File: config.mk
export PLATFORM = sky130hd
export DESIGN_NAME = sar_search
export DESIGN_NICKNAME = d
export VERILOG_FILES = /design/src/rtl/sar_search.sv
export SDC_FILE = /design/constraint.sdc
export NUM_CORES = 1
export LEC_CHECK = 0
export CELL_PAD_IN_SITES_DETAIL_PLACEMENT = 1
export CELL_PAD_IN_SITES_GLOBAL_PLACEMENT = 1
export CORE_ASPECT_RATIO = 0.75
export CORE_UTILIZATION = 35
export DETAILED_ROUTE_END_ITERATION = 6
export PLACE_DENSITY_LB_ADDON = 0.1
export REMOVE_ABC_BUFFERS = 1
export SETUP_SLACK_MARGIN = 0.3
export SLEW_MARGIN = 30
export SYNTH_ARGS = -nofsm -noshare
export SYNTH_HDL_FRONTEND = slang
export SYNTH_SLANG_ARGS = --single-unit
File: constraint.sdc
create_clock -name clk -period 3.2 [get_ports clk]
set_clock_uncertainty 0.05 [all_clocks]
set_input_delay 0.48 -clock clk [delete_from_list [all_inputs] [get_ports clk]]
set_output_delay 0.48 -clock clk [all_outputs]
set_load 0.005 [all_outputs]
File: src/rtl/sar_search.sv
// sar_search: successive-approximation search controller.
//
// Binary-searches an unknown WIDTH-bit value sitting on the Y operand of an external
// combinational magnitude comparator. The controller drives the comparator's X operand
// (guess) and reads back its one-hot {greater, equal, less} result (cmp_o) every cycle
// while busy. A match is reported on found with a one-cycle done pulse. A bound
// violation or a malformed comparator code aborts with a one-cycle err pulse.
//
// Ports:
//   clk    in   rising-edge clock
//   rst_n  in   asynchronous active-low reset
//   start  in   begin a search (only honoured in IDLE)
//   cmp_o  in   comparator result for current guess: [2] >, [1] ==, [0] <
//   guess  out  registered probe value, drives comparator X
//   busy   out  high while probing
//   done   out  one-cycle pulse, match found
//   err    out  one-cycle pulse, search aborted
//   found  out  last matched value, held until the next done
//   steps  out  probe count of the last search (only with SAR_STEP_COUNT_EN)
//
// Optional feature macro: SAR_STEP_COUNT_EN adds the steps port and its counter.

module sar_search #(
    parameter int unsigned WIDTH = 3
) (
    input  logic                        clk,
    input  logic                        rst_n,
    input  logic                        start,
    input  logic [2:0]                  cmp_o,
    output logic [WIDTH-1:0]            guess,
    output logic                        busy,
    output logic                        done,
    output logic                        err,
    output logic [WIDTH-1:0]            found
`ifdef SAR_STEP_COUNT_EN
    ,
    output logic [$clog2(WIDTH+2)-1:0]  steps
`endif
);

    localparam logic [0:0] StIdle  = 1'b0;
    localparam logic [0:0] StProbe = 1'b1;

    localparam logic [WIDTH-1:0] GUESS_INIT = WIDTH'((1 << (WIDTH - 1)) - 1);
    localparam logic [WIDTH-1:0] ONE_W      = WIDTH'(1);
    localparam logic [WIDTH:0]   ONE_X      = (WIDTH + 1)'(1);

    logic [0:0]       state_q, state_d;
    logic [WIDTH-1:0] guess_q, guess_d;
    logic [WIDTH-1:0] lo_q, lo_d;
    logic [WIDTH-1:0] hi_q, hi_d;
    logic [WIDTH-1:0] found_q, found_d;
    logic             done_q, done_d;
    logic             err_q, err_d;

`ifdef SAR_STEP_COUNT_EN
    localparam int unsigned STEP_W = $clog2(WIDTH + 2);
    logic [STEP_W-1:0] steps_q, steps_d;
`endif

    always_comb begin
        state_d = state_q;
        guess_d = guess_q;
        lo_d    = lo_q;
        hi_d    = hi_q;
        found_d = found_q;
        done_d  = 1'b0;
        err_d   = 1'b0;
`ifdef SAR_STEP_COUNT_EN
        steps_d = steps_q;
`endif
        case (state_q)
            StIdle: begin
                if (start) begin
                    lo_d    = '0;
                    hi_d    = '1;
                    guess_d = GUESS_INIT;
                    state_d = StProbe;
`ifdef SAR_STEP_COUNT_EN
                    steps_d = '0;
`endif
                end
            end
            StProbe: begin
`ifdef SAR_STEP_COUNT_EN
                steps_d = steps_q + STEP_W'(1);
`endif
                case (cmp_o)
                    3'b010: begin
                        found_d = guess_q;
                        done_d  = 1'b1;
                        state_d = StIdle;
                    end
                    3'b100: begin
                        if (guess_q == lo_q) begin
                            err_d   = 1'b1;
                            state_d = StIdle;
                        end else begin
                            hi_d    = guess_q - ONE_W;
                            // Sum is WIDTH+1 bits so the carry survives the halving.
                            guess_d = WIDTH'(({1'b0, lo_q} + {1'b0, guess_q} - ONE_X) >> 1);
                        end
                    end
                    3'b001: begin
                        if (guess_q == hi_q) begin
                            err_d   = 1'b1;
                            state_d = StIdle;
                        end else begin
                            lo_d    = guess_q + ONE_W;
                            guess_d = WIDTH'(({1'b0, guess_q} + ONE_X + {1'b0, hi_q}) >> 1);
                        end
                    end
                    default: begin
                        // Zero or multiple flags set: comparator result is unusable.
                        err_d   = 1'b1;
                        state_d = StIdle;
                    end
                endcase
            end
            default: state_d = StIdle;
        endcase
    end

    always_ff @(posedge clk or negedge rst_n) begin
        if (!rst_n) begin
            state_q <= StIdle;
            guess_q <= '0;
            lo_q    <= '0;
            hi_q    <= '1;
            found_q <= '0;
            done_q  <= 1'b0;
            err_q   <= 1'b0;
`ifdef SAR_STEP_COUNT_EN
            steps_q <= '0;
`endif
        end else begin
            state_q <= state_d;
            guess_q <= guess_d;
            lo_q    <= lo_d;
            hi_q    <= hi_d;
            found_q <= found_d;
            done_q  <= done_d;
            err_q   <= err_d;
`ifdef SAR_STEP_COUNT_EN
            steps_q <= steps_d;
`endif
        end
    end

    assign guess = guess_q;
    assign busy  = (state_q == StProbe);
    assign done  = done_q;
    assign err   = err_q;
    assign found = found_q;
`ifdef SAR_STEP_COUNT_EN
    assign steps = steps_q;
`endif

endmodule

After elaboration in Yosys (flattened, before gate mapping)
Cells that the tools add are included.

storage, ports and cells
  bits in registers = 15
  latch bits = 0
  RAM bits = 0
  ROM bits = 0
  input port bits = 6
  output and inout port bits = 9
  logic and storage cells = 55
  memories = 0

operators by class
  add/subtract/negate cells = 6
  multipliers = 0
  div/mod/pow operators = 0
  magnitude comparators = 0
  equality and inequality tests = 13
  shift-type cells = 0
  mux-type cells = 24
  bitwise operators = 1
  reduce and logical (&&, ||, !) cells = 4

operator list
  operator                                                             number
  3-bit two-way mux                                                    9
  3-bit case mux with 2 select lines                                   4
  1-bit two-way mux                                                    8
  3-bit == test                                                        2
  2-bit != test (second input constant)                                3
  3-bit != test (second input constant)                                2
  3-bit AND reduction                                                  2
  3-bit by 1-bit adder with 4-bit output (second input constant)       1
  3-bit by 3-bit adder with 4-bit output                               1
  4-bit by 3-bit adder with 4-bit output                               1
  2-bit by 1-bit != test with 1-bit output (second input constant)     2
  1-bit case mux with 2 select lines                                   2
  4-bit AND reduction                                                  1
  4-bit by 1-bit subtractor with 4-bit output (second input constant)  1
  3-bit by 1-bit adder with 3-bit output (second input constant)       1
  3-bit by 1-bit == test with 1-bit output (second input constant)     1
  3-bit by 2-bit == test with 1-bit output (second input constant)     1
  3-bit == test (second input constant)                                1
  3-bit by 1-bit != test with 1-bit output (second input constant)     1
  1-bit case mux with 3 select lines                                   1
  3-bit by 1-bit subtractor with 3-bit output (second input constant)  1
  2-bit AND reduction                                                  1
  1-bit NOT                                                            1

Logic depth before layout (Yosys ltp)
Gate-level depths: netlist (run 1).

  word-level depth = 5
  mapped depth = 9
  mapped depth without buffers = 9

Least setup slack after synthesis (run 1)
Ideal clock, no wire load.

  path kind = register to register
  start = register guess_q[1], in the netlist guess[1]
  end = register guess_q[2], in the netlist guess[2]
  library setup time = 0.120 ns
  data arrival time = 1.962 ns
  data required time = 3.030 ns
  path slack = 1.068 ns
  cell stages (with the launch flop) = 10
  path buffers = 0
  period minus slack after synthesis = 2.132 ns
  path through = dfrtp_1 inv_1 ha_1 inv_1 ha_1 fa_1 xor2_1 nor2_1 a31oi_1 a31o_2

between the ends
  cells in the longest elaborated chain, start to end = 5
  elaborated cells between the ends (all ways) = 13
  classes of those cells = add/sub: 4; eq/ne: 4; mux: 4; reduce/logical: 1

ends and longest elaborated chain
  element                                                                                                RTL line  source
  start: declaration                                                                                     49        logic [WIDTH-1:0] guess_q, guess_d;
  start signal: assignment                                                                               138       guess_q <= guess_d;
  3-bit by 1-bit adder with 4-bit output or 3-bit by 3-bit adder with 4-bit output (tied branches)       110, 101
  4-bit by 3-bit adder with 4-bit output or 4-bit by 1-bit subtractor with 4-bit output (tied branches)  110, 101
  3-bit two-way mux, on equally long branches                                                            105, 95
  3-bit case mux with 2 select lines                                                                     88        case (cmp_o)
  3-bit case mux with 2 select lines                                                                     72        case (state_q)

Parallel ways exist; a longest one is shown, timed or not. The select of a mux whose other input is x is not followed.
A chain may end at the register's enable or synchronous reset.

Final worst setup path (run 1)
  start = register guess_q[1], in the netlist guess[1]
  end = register guess_q[1], in the netlist guess[1]

Same word-level chain as after synthesis.

==> results of run 1 <==
==> power by group <==
| part | leakage, uW | total [uW] | internal (uW) | switching, uW |
|---|---|---|---|---|
| logic | 0.000309 | 591 | 307 | 284 |
| clock network | 0.0000255 | 156 | 86.3 | 69.6 |
| registers | 0.000177 | 369 | 271 | 97.4 |
| total | 0.000511 | 1120 | 664 | 451 |
==> layout make-up <==
type / count / area [um^2]
Fill cell: 310 / 1430
Multi-Input combinational cell: 67 / 567
Sequential cell: 15 / 379
Timing Repair Buffer: 15 / 148
Inverter: 14 / 52.6
Tap cell: 36 / 45.0
Clock buffer: 3 / 41.3
Clock inverter: 1 / 5.00
==> Yosys cell counts, drive strengths merged (3+ instances only) <==
cell type	instances	area share, %
mux2i	4	4.0
dfrtp	12	30
a21oi	6	3.0
inv	14	5.2
a22oi	3	2.2
nor2	8	3.2
xor2	3	2.6
ha	9	11
mux2	5	5.6
nor3	5	2.5
dfstp	3	7.9
==> state kept, by name, summed over array words and instances, names as in the netlist <==
name	flops
guess	3
found	3
err	1
hi_q	3
busy	1
lo_q	3
done	1
==> how the worst max path moves through the flow <==
| stage | endpoint | from | cells after the start |
|---|---|---|---|
| detailed placement | guess[1]$_DFFE_PN0P_ | cmp_o[0] | 5 |
| CTS | guess[1]$_DFFE_PN0P_ | guess[1]$_DFFE_PN0P_ | 8 |
| global route | guess[1]$_DFFE_PN0P_ | guess[1]$_DFFE_PN0P_ | 8 |
| global placement | guess[1]$_DFFE_PN0P_ | cmp_o[0] | 5 |
| floorplan | guess[2]$_DFFE_PN0P_ | guess[1]$_DFFE_PN0P_ | 9 |
| finish | guess[1]$_DFFE_PN0P_ | guess[1]$_DFFE_PN0P_ | 8 |
==> cell families after synthesis <==
group,after synthesis,synth area share [%]
simple gates,24,14.4
compound gates,19,13.9
buf+inv,15,5.62
flops,15,37.8
fa+ha+maj,11,15.2
mux,9,9.61
xor+xnor,4,3.50
==> worst max-delay path: cells and delay by family, from the launching register on <==
family,cells,cell delay (ns)
mux,2,0.42
compound gates,1,0.10
buf+inv,2,0.17
fa+ha+maj,3,0.94
flops,1,0.47
==> per-layer routing <==
metal | vias to the layer above | part of all wire [%] | GRT usage, %
met1 | 366 | 50 | 24.5
met4 | 0 | 0.51 | 2.27
met3 | 2 | 2.6 | 5.66
met5 | - | 0 | 0
li1 | 376 | - | -
met2 | 8 | 47 | 27.8
==> stage by stage <==
stage	cells	power [uW]	setup slack, ns
after floorplan	96	732	1.07
after global placement	147	957	0.826
after detailed placement	147	964	0.837
after CTS	151	1130	0.881
after global routing	151	1220	0.790
final	151	1120	0.899
==> flow_results.org, run 1 <==
** Drt
- Iteration-0 DRC count of the detailed router :: 32
- Total via count after detailed routing :: 752
- Post-detailed-route wirelength per cell :: 15.7 um
- In this run the remaining antenna-violating nets after routing total 0.
- In the routed design, unresolved DRC markers number 0.
- The pre-antenna-repair detailed-routing pass consisted of 3 iterations.
- Dividing the detail-routed via count by the number of cells gives 4.98.
- The routed design has 2.36 mm of wire.

** GRT
- The via count of the first global-routing pass was 793.
- The number of antenna violations at the first check in global routing came to 0.
- Wire length of the first global-routing pass :: 3.99 mm
- Global routing used 17.7% of the available tracks across all layers.
- Entering global routing, the biggest net connects 17 pins.
- Total overflow reported by the global router :: 0

** STA
- Of the available clock period, the critical path in the final layout requires 71.9%.
- At the pin with the least slew margin, the transition time is 0.728 ns.
- Worst hold margin :: 0.453 ns
- Total Negative Setup Slacks :: 0 ns
- Based on the critical path, the design can be clocked at up to 0.435 GHz.
- The count of pins over their slew limit was 0.
- Setup repair after global routing left no endpoint under its margin.
- The worst pin sits at a relative slew slack of 51.3%.
- Setup violations remaining at the end of the flow were counted as 0.
- Minimum clock period :: 2.30 ns
- Final hold vios :: 0

** Logic synthesis
- Unique masters post-synth :: 32
- Summing the sequential cell areas from Yosys gives 37.8% of the chip area.
- Mapped Cells :: 97
- During synthesis, Yosys emitted a total of 0 warnings.
- The synthesized netlist occupies a cell area of 0.00100 mm^2.
- Number of synthesized flops with an enable pin :: 0
- Mean instance size in the synthesized netlist :: 10.3 um^2
- Share of flip-flops with an asynchronous set or reset :: 100%
- Commonest register cell after synthesis :: sky130_fd_sc_hd__dfrtp_1
- Number of storage elements in the synthesis netlist :: 15

** Worst setup path
- Maximum single-stage delay on the critical path :: 0.47 ns
- STA puts the critical path data required time at 3.25 ns.
- Critical path fanouts, max :: 7
- The number of cells on the worst reg-to-reg path is 8.
- At the worst endpoint, the arrival time is 2.35 ns.
- Slowest CP cell :: sky130_fd_sc_hd__dfrtp_1
- The worst register-to-register path begins at guess[1]$_DFFE_PN0P_.
- The signal on the critical path passes through inv_1 -> ha_1 -> inv_1 -> ha_1 -> fa_1 -> mux2_2 -> mux2i_1 -> a22oi_1.
- Crit path kind :: flip-flop to flip-flop
- Kind of end point of the critical path :: flip-flop
- Category of the worst setup path launch point :: flip-flop
- The worst register-to-register path ends at guess[1]$_DFFE_PN0P_.
- In this run the register-to-register setup slack is 0.90 ns.

** Place
- Hpwl dp :: 1.82 mm
- Routability Congestion :: 0.858
- Placement Cell Area :: 0.00119 mm^2
- Port buffering added 14 buffers.

** Clock tree
- Buffers added to address setup during post-CTS repair amount to 0.
- Clock slew at reported path FFs :: 0.06 ns
- In this run, CTS created clock tree buffers numbering 3.
- CTS placed an instance of sky130_fd_sc_hd__clkbuf_8 at the clock tree root.
- CTS saw 15 sinks.
- CTS built an H-tree with a depth of 1.
- Cts hold-fix bufs :: 0
- The clock passes through at most 2 buffers.
- Number of gates resized after CTS :: 0
- Latest clock arrival within the worst-skew pair :: 0.25 ns
- CTS tree :: done

** Final layout
- Highest-count cells in the layout ignoring fill and taps :: sky130_fd_sc_hd__inv_1, sky130_fd_sc_hd__clkdlybuf4s50_1, sky130_fd_sc_hd__dfrtp_1, sky130_fd_sc_hd__ha_1, sky130_fd_sc_hd__nor2_1
- Relative to the synthesized area, the layout overhead comes to 23.5%.
- 0 antenna diodes ended up in the layout.
- Final Core Density :: 46.5%
- Final std cell area, no fill :: 0.00124 mm^2
- For this run, the post-layout net count is 133.
- Of the cells placed in the final design, the portion with a size suffix greater than 1 is 17.4%.

** Worst hold path
- In this run the most critical hold path is launched from lo_q[2]$_DFFE_PN0P_.
- Hold path cells :: 1
- The path with the worst hold slack has its endpoint at lo_q[2]$_DFFE_PN0P_.
- The min-delay analysis places its worst path in the category flip-flop to flip-flop.

** Floorplanning
- Ports :: 15
- After floorplanning, the core was sized to cover 0.00266 mm^2.
- Horizontal die dimension :: 63.8 um
- Area of the die :: 0.00308 mm^2
- After floorplanning, the core was divided into 16 placement rows.
- Starting utilization of the core area :: 37.6%
- The die is 48.3 um tall.

** Status
- The run finished with clean final reports.

** Power
- In this run the static leakage power is 0.000511 uW.
- VDD sags by at most 0.419 mV.
- PD cells :: 902 mW/mm^2

** Flow run
- Across the run, the number of max-cap violations was 0.
(Power assumes the default switching activity.)
==> run 2, diff against run 1 <==
Clock period 3.2 ns to 2.1 ns, I/O delays scaled along.
==> flow_results.org, run 2 (synthesis gave the netlist of run 1 again) <==
** Status
- Result of the run :: complete, no violations

** Floorplanning
- The starting density of the core came to 37.6% (unchanged).
- Vertical die dimension :: 48.3 um (unchanged)
- The die footprint came to 0.00308 mm^2 (unchanged).
- Row Count :: 16 (unchanged)
- The number of top-level design ports is 15 (unchanged).
- The chip width was 63.8 um (unchanged).
- CORE AREA :: 0.00266 mm^2 (unchanged)

** Final layout
- Post-Layout Cell Count :: 169 (+12%)
- Highest-count cells in the layout ignoring fill and taps :: sky130_fd_sc_hd__buf_4, sky130_fd_sc_hd__dfrtp_1, sky130_fd_sc_hd__clkdlybuf4s50_1, sky130_fd_sc_hd__inv_1, sky130_fd_sc_hd__nor2_1
- The fraction of final layout cells with drive strength greater than 1 is 39.8% (+22 points).
- Number of nets at the end of the flow :: 151 (+14%)
- The number of inserted diodes is 0 (unchanged).
- Count of fill cells added during filler insertion :: 295 (-4.8%)
- The final standard cell utilization of the core is 55.1% (+8.6 points).
- The library cell used most frequently in the layout, excluding fill and tap cells, is sky130_fd_sc_hd__buf_4.
- Layout area overhead :: 46.3%

** Worst setup path
- The cell family contributing the most delay on the critical path is adder cells.
- Slowest CP cell :: sky130_fd_sc_hd__fa_2
- Launching instance or port of the critical path :: guess[1]$_DFFE_PN0P_
- Critical path arrival :: 2.06 ns (-0.29 ns)
- The endpoint identified for the worst register-to-register timing path is guess[1]$_DFFE_PN0P_.
- STA classifies the critical path endpoint as a flip-flop.
- The critical path ends at guess[1]$_DFFE_PN0P_.
- The worst stage delay on the critical path is 0.42 ns (-0.05 ns).
- The worst endpoint required time is 2.17 ns (-1.08 ns).
- The number of buffers and inverters on the critical path came to 2 (unchanged).
- Category of the worst setup path launch point :: flip-flop
- The worst register-to-register path begins at guess[1]$_DFFE_PN0P_.
- Crit path kind :: flip-flop to flip-flop
- The minimum setup slack among reg-to-reg paths came to 0.11 ns (-0.79 ns).
- Critical path fanouts, max :: 2 (-5)
- The path depth of the worst reg2reg path came to 8 (unchanged).
- The total number of cells along the worst setup path came to 8 (unchanged).
- Crit path cell chain :: inv_2 -> ha_4 -> inv_2 -> ha_4 -> fa_2 -> mux2_4 -> mux2i_1 -> a22oi_1

** Drt
- The number of DRC violations after detailed routing was 0 (unchanged).
- WL met2 :: 1.57 mm (+43%)
- The average detailed-routed wire length per instance is 18.8 um (+20%).
- Met3 wirelength from detailed routing :: 156 um (+150%)
- First-pass iteration count of the detailed router :: 4 (+1)
- Routed metal-1 wire length :: 1.44 mm (+21%)
- The final routed wirelength across all metal layers is 3.18 mm (+35%).
- The detailed-route via count came to 895 (+19%).
- The highest metal layer carrying signal wires in the routed design is met4.
- The antenna violation net count after detailed routing came to 0 (unchanged).
- Routed via count divided by cell count :: 5.30 (+6.3%)
- Iteration-0 DRC count of the detailed router :: 42 (+31%)

** Clock tree
- The number of CTS-inserted buffers is 3 (unchanged).
- CTS tree :: done
- Clock tree sinks :: 15 (unchanged)
- The clock latency reported for the late side of the worst-skew pair was 0.26 ns (about the same).
- Cell at the root of the clock tree :: sky130_fd_sc_hd__clkbuf_8
- The number of buffers on the longest clock path came to 2 (unchanged).
- The deepest level of the CTS H-tree is 1 (unchanged).
- Clock slew at reported path FFs :: 0.07 ns (about the same)

** Place
- Hpwl dp :: 2.21 mm (+21%)
- Routability Congestion :: 0.813 (-5.2%)
- IO buf count :: 14 (unchanged)
- # placed instances :: 162 (+10%)

** Power
- The part of the power in registers was 23.6% (-9.4 points).
- Switch Pwr :: 906 uW (+100%)
- The internal portion of total power came to 1280 uW (+93%).
- Tot Pwr :: 2190 uW (+96%)
- PD cells :: 1490 mW/mm^2 (+65%)
- Static leakage :: 0.000621 uW (+21%)
- Fraction of power spent switching nets :: 41.4% (+0.95 points)
- The worst vdd rail ir drop was 0.685 mV (+63%).
- Combinational cell fraction of total power :: 64.9% (+12 points)
- The part of the power in the clock network was 11.5% (-2.5 points).

** STA
- Number of setup violations in the final report :: 0 (unchanged)
- Peak Freq :: 0.503 GHz (+16%)
- Slew at the pin closest to its max-slew limit :: 0.343 ns (-0.385 ns)
- Worst hold margin :: 0.329 ns (-0.123 ns)
- Period Utilization, post-route :: 94.8% (+23 points)
- Final hold vios :: 0 (unchanged)
- The count of pins over their slew limit is 0 (unchanged).
- Worst-case headroom to the max-slew limit :: 77.1% (+26 points)
- Setup repair after global routing could not meet its margin everywhere.
- The minimum clock period came to 1.99 ns (-0.311 ns).

** Flow run
- Number of maximum-capacitance violations :: 0 (unchanged)

** Worst hold path
- Min-delay worst type :: primary input to async pin

** GRT
- Total track usage :: 21.7% (+4.0 points)
- The first-pass GRT wire length came to 4.94 mm (+24%).
- Number of antenna violations at the first check in global routing :: 0 (unchanged)
- Via count of the first global-routing pass :: 920 (+16%)
- Total overflow reported by the global router :: 0 (unchanged)
- The maximum number of pins on one net before global-route repair is 16 (-1).
run 2: cell types whose count changed in the layout (fill, tap and decap cells not counted), moves of 2 or more:
cell	delta
sky130_fd_sc_hd__dlymetal6s2s_1	+2
sky130_fd_sc_hd__ha_1	-6
sky130_fd_sc_hd__ha_4	+4
sky130_fd_sc_hd__buf_4	+17
sky130_fd_sc_hd__inv_2	+5
sky130_fd_sc_hd__ha_2	+2
sky130_fd_sc_hd__clkdlybuf4s50_1	-2
sky130_fd_sc_hd__inv_1	-5
run 2: area by class of cell:
| class | count | area [um^2] | area share [%] |
|---|---|---|---|
| multi-input cells | 67 | 652 | 44.5 |
| clock buffers | 3 | 41.3 | 2.82 |
| inverters | 14 | 52.6 | 3.58 |
| repair buffers | 33 | 292 | 19.9 |
| clock inverters | 1 | 5.00 | 0.341 |
| well taps | 36 | 45.0 | 3.07 |
| flip-flops and latches | 15 | 379 | 25.9 |
run 2: routing by layer:
| layer | GRT usage, % | up-vias |
|---|---|---|
| met2 | 34.6 | 22 |
| met4 | 4.55 | 0 |
| li1 | - | 410 |
| met5 | 0 | - |
| met3 | 4.25 | 2 |
| met1 | 30.6 | 461 |
run 2: power groups by stage:
stage | registers (uW) | clock network (uW) | logic (uW)
detailed placement | 510 | 0 | 1140
global placement | 502 | 0 | 1090
finish | 516 | 251 | 1420
CTS | 511 | 257 | 1270
floorplan | 531 | 0 | 585
global route | 534 | 264 | 1540
run 2: worst register-to-register path, cell delays in order, from the launching register on:
cell	delay, ns
sky130_fd_sc_hd__dfrtp_1	0.37
sky130_fd_sc_hd__inv_2	0.06
sky130_fd_sc_hd__ha_4	0.27
sky130_fd_sc_hd__inv_2	0.04
sky130_fd_sc_hd__ha_4	0.15
sky130_fd_sc_hd__fa_2	0.42
sky130_fd_sc_hd__mux2_4	0.29
sky130_fd_sc_hd__mux2i_1	0.13
sky130_fd_sc_hd__a22oi_1	0.08
run 2: timing repair:
action,4_1_cts,5_1_grt
pin swaps,9,2
gates cloned,0,0
hold buffers,0,0
setup buffers,1,2
setup endpoints to repair,8,10
resized for setup,11,11
run 2: worst min-delay path by stage:
stage | from | end | slack [ns] | depth (start not counted)
after floorplan | rst_n | busy$_DFF_PN0_ | -0.03 | 0
after global placement | lo_q[0]$_DFFE_PN0P_ | lo_q[0]$_DFFE_PN0P_ | 0.44 | 1
after detailed placement | found[2]$_DFFE_PN0P_ | found[2]$_DFFE_PN0P_ | 0.45 | 1
after CTS | rst_n | done$_DFF_PN0_ | 0.34 | 2
after global routing | rst_n | lo_q[1]$_DFFE_PN0P_ | 0.36 | 2
final | rst_n | guess[0]$_DFFE_PN0P_ | 0.33 | 2
run 2: metrics by stage:
stage	worst slack (ns)	area (um^2)	TNS, ns
2_1_floorplan	-0.0317	998	-0.0493
3_3_place_gp	0.0249	1300	0
3_5_place_dp	0.0126	1300	0
4_1_cts	0.0724	1410	0
5_1_grt	0.0440	1470	0
6_report	0.110	1470	0
==> run 3, diff against run 2 <==
Settings changed: ABC_AREA set to 1.
==> flow_results.org, run 3 <==
** GRT
- Met1 global-route usage :: 26.2% (-4.3 points)
- Number of antenna violations at the first check in global routing :: 0 (unchanged)
- The fraction of met3 tracks used by global routing is 5.66% (+1.4 points).
- The maximum number of pins on one net before global-route repair was 16 (unchanged).
- The leftover overflow at the end of global routing came to 0 (unchanged).
- Wire length of the first global-routing pass :: 4.39 mm (-11%)
- Layer with the highest usage :: met2
- The overall global routing resource usage was 19.3% (-2.4 points).
- The met2 usage is 30.9% (-3.7 points).
- The via count of the first global-routing pass was 904 (-1.7%).

** Place
- Placement Cell Area :: 0.00123 mm^2 (-5.6%)
- Hpwl dp :: 2.00 mm (-9.4%)
- The count of input and output buffers was 14 (unchanged).
- # placed instances :: 178 (+9.9%)
- The weighted congestion reported at the end of routability-driven placement is 0.797 (-2.1%).

** Final layout
- The fraction of final layout cells with drive strength greater than 1 is 30.3% (-9.6 points).
- The number of inserted diodes is 0 (unchanged).
- The library cells used most frequently in the layout, excluding fill and tap cells, are sky130_fd_sc_hd__nand2_1, sky130_fd_sc_hd__clkdlybuf4s50_1, sky130_fd_sc_hd__dfrtp_1, sky130_fd_sc_hd__buf_4.
- Most common cell after layout, fill and taps aside :: sky130_fd_sc_hd__nand2_1
- The final instance count without filler cells is 188 (+11%).
- Final Core Density :: 51.1% (-4.0 points)
- The final design area excluding fillers was 0.00137 mm^2 (-6.5%).
- Number of nets at the end of the flow :: 170 (+13%)
- Compared with the post-synthesis result, the final layout area differs by 35.0%.

** STA
- The minimum clock period is 1.77 ns (-0.224 ns).
- The transition at the pin with the smallest max-transition slack was 0.238 ns (-0.105 ns).
- The worst relative slew slack is 84.0% (+7.0 points).
- Number of setup violations in the final report :: 0 (unchanged)
- The count of pins over their slew limit came to 0 (unchanged).
- The hold violation count in the final report is 0 (unchanged).
- Unrepaired setup endpoints after global routing :: true
- The peak clock frequency supported by timing is 0.566 GHz (+13%).
- The setup TNS after final layout was 0 ns (unchanged).
- The share of the cycle needed by the critical path after routing was 84.1% (-11 points).

** Drt
- First-pass iteration count of the detailed router :: 4 (unchanged)
- Iteration-0 DRC count of the detailed router :: 32 (-24%)
- The detailed-route via count was 881 (-1.6%).
- Final routed wirelength across all metal layers :: 2.62 mm (-18%)
- Routed via count divided by cell count :: 4.69 (-12%)
- The number of DRC violations after detailed routing came to 0 (unchanged).
- Number of nets with antenna violations after routing :: 0 (unchanged)
- The average detailed-routed wire length per instance was 13.9 um (-26%).

** Logic synthesis
- Sequential area share after synthesis :: 37.3% (-0.51 points)
- Number of storage elements in the synthesis netlist :: 15 (unchanged)
- Dominant cell by count in the synthesized netlist :: sky130_fd_sc_hd__nand2_1
- The share of async-settable or async-resettable flops after synthesis is 100% (unchanged).
- Cell taking the most area after synthesis :: sky130_fd_sc_hd__dfrtp_1
- The gate count after technology mapping is 124 (+28%).
- The count of warnings emitted by yosys was 0 (unchanged).
- In the synthesized netlist, the cells that appear most often are sky130_fd_sc_hd__nand2_1, sky130_fd_sc_hd__inv_1, sky130_fd_sc_hd__dfrtp_1.
- Commonest register cell after synthesis :: sky130_fd_sc_hd__dfrtp_1
- The average cell area after synthesis is 8.19 um^2 (-21%).
- Area share of the largest cell type after synthesis :: 29.6% (-0.41 points)
- Ranked by total cell area, the synthesized netlist is headed by sky130_fd_sc_hd__dfrtp_1, sky130_fd_sc_hd__nand2_1, sky130_fd_sc_hd__ha_1.
- The distinct cell type count of the synthesized netlist was 22 (-31%).
- Cell area after technology mapping :: 0.00102 mm^2 (+1.4%)
- The number of flops mapped to enable cells by yosys came to 0 (unchanged).

** Worst setup path
- The path depth of the worst reg2reg path was 13 (+5).
- The worst endpoint required time was 2.20 ns (+0.03 ns).
- Critical path fanouts, max :: 2 (unchanged)
- Slowest CP cell :: sky130_fd_sc_hd__dfrtp_1
- Crit path kind :: flip-flop to flip-flop
- Launching instance or port of the critical path :: lo_q[1]$_DFFE_PN0P_
- The critical path goes through inv_2 -> ha_4 -> inv_2 -> ha_4 -> fa_2 -> inv_2 -> nand2_1 -> nand2_1 -> nand2_1 -> nand2_1 -> nor2_1 -> nand2_1 -> nand2_1.
- The worst path arrival time is 1.86 ns (-0.20 ns).
- Category of the worst setup path launch point :: flip-flop
- Top cell by count, worst path :: sky130_fd_sc_hd__nand2_1
- STA classifies the critical path endpoint as a flip-flop.
- The minimum setup slack among reg-to-reg paths was 0.33 ns (+0.22 ns).
- Reg-to-reg startpoint :: lo_q[1]$_DFFE_PN0P_
- Maximum single-stage delay on the critical path :: 0.37 ns (-0.05 ns)

** Floorplanning
- The chip width came to 64.2 um (+0.66%).
- The die outline height is 48.7 um (+0.66%).
- The core box area was 0.00268 mm^2 (+0.75%).
- The starting density of the core came to 37.9% (+0.23 points).
- The number of cell rows is 16 (unchanged).
- The number of top-level design ports is 15 (unchanged).
- The die footprint came to 0.00312 mm^2 (+1.3%).

** Clock tree
- The tree is rooted in a sky130_fd_sc_hd__clkbuf_8.
- The cts-stage hold buffer count came to 0 (unchanged).
- The clock edge transition at the registers on the reported setup and hold paths came to 0.06 ns (about the same).
- The number of buffers on the longest clock path was 2 (unchanged).
- The clock latency reported for the late side of the worst-skew pair is 0.25 ns (about the same).
- Deepest level of the CTS H-tree :: 1 (unchanged)
- TritonCTS built the clock tree.
- The clock sink count was 15 (unchanged).
- The number of CTS-inserted buffers came to 3 (unchanged).

** Worst hold path
- Min-delay worst type :: primary input to async pin

** Power
- The total power is 2240 uW (+2.4%).
- The ratio of total power to cell area is 1630 mW/mm^2 (+9.5%).
- The worst vdd rail ir drop is 0.620 mV (-9.4%).
- The leakage power was 0.000677 uW (+9.0%).

** Status
- Result of the run :: complete, no violations

** Flow run
- The reported max-cap violation count was 0 (unchanged).
run 3: cell types whose count changed after synthesis, sizes merged, moves of 2 or more:
cell,delta
a32o,-2
inv,+7
mux2i,-4
nand2,+39
nor3,-4
or3b,-2
a21oi,-3
nand3,+13
mux2,-5
xor2,-2
o22ai,-2
a22oi,-3
nor2,-2
o21ai,+5
run 3: layout make-up:
cell class | instances | area (um^2)
flip-flops and latches | 15 | 380
well taps | 36 | 45.0
clock buffers | 4 | 45.0
fillers | 340 | 1310
repair buffers | 25 | 223
inverters | 22 | 85.1
multi-input cells | 86 | 593
run 3: cells by family (layout without fill, tap and decap cells):
family | count (synthesis) | in the layout | share of synthesized area, %
fa+ha+maj | 11 | 11 | 15.0
compound gates | 11 | 11 | 6.03
xor+xnor | 2 | 2 | 1.72
buf+inv | 23 | 51 | 8.87
simple gates | 62 | 62 | 31.0
flops | 15 | 15 | 37.3
run 3: what timing repair did:
| item | CTS | global route |
|---|---|---|
| setup endpoints to repair | 2 | 3 |
| resized for setup | 8 | 8 |
| pin swaps | 2 | 10 |
| setup buffers | 2 | 4 |
run 3: power breakdown:
group | internal [uW] | switching (uW)
Combinational | 686 | 788
Clock | 135 | 108
Sequential | 433 | 91.9
Total | 1250 | 988
run 3: path summary, 6_finish.rpt:
check	endpoint
max in group asynchronous	hi_q[1]$_DFFE_PN1P_
min	err$_DFF_PN0_
min reg2reg	hi_q[2]$_DFFE_PN1P_
max reg2reg	guess[2]$_DFFE_PN0P_
min in group clk	hi_q[2]$_DFFE_PN1P_
max	guess[2]$_DFFE_PN0P_
run 3: worst max-delay path, delay by kind of cell (launching register included):
| family | cells | cell delay (ns) |
|---|---|---|
| buffers and inverters | 3 | 0.15 |
| DFF | 1 | 0.37 |
| adders and majority gates | 3 | 0.75 |
| and+or+nand+nor | 7 | 0.34 |
run 3: layer usage:
metal | vias to the layer above | routed length, um
met5 | - | 0
met4 | 0 | 10
met3 | 2 | 100
met2 | 14 | 1230
met1 | 424 | 1280
li1 | 441 | -
run 3: metrics by stage:
stage / hold slack, ns / worst slack, ns
2_1_floorplan: -0.0306 / 0.160
3_3_place_gp: 0.412 / 0.134
3_5_place_dp: 0.421 / 0.136
4_1_cts: 0.348 / 0.299
5_1_grt: 0.357 / 0.233
6_report: 0.337 / 0.334
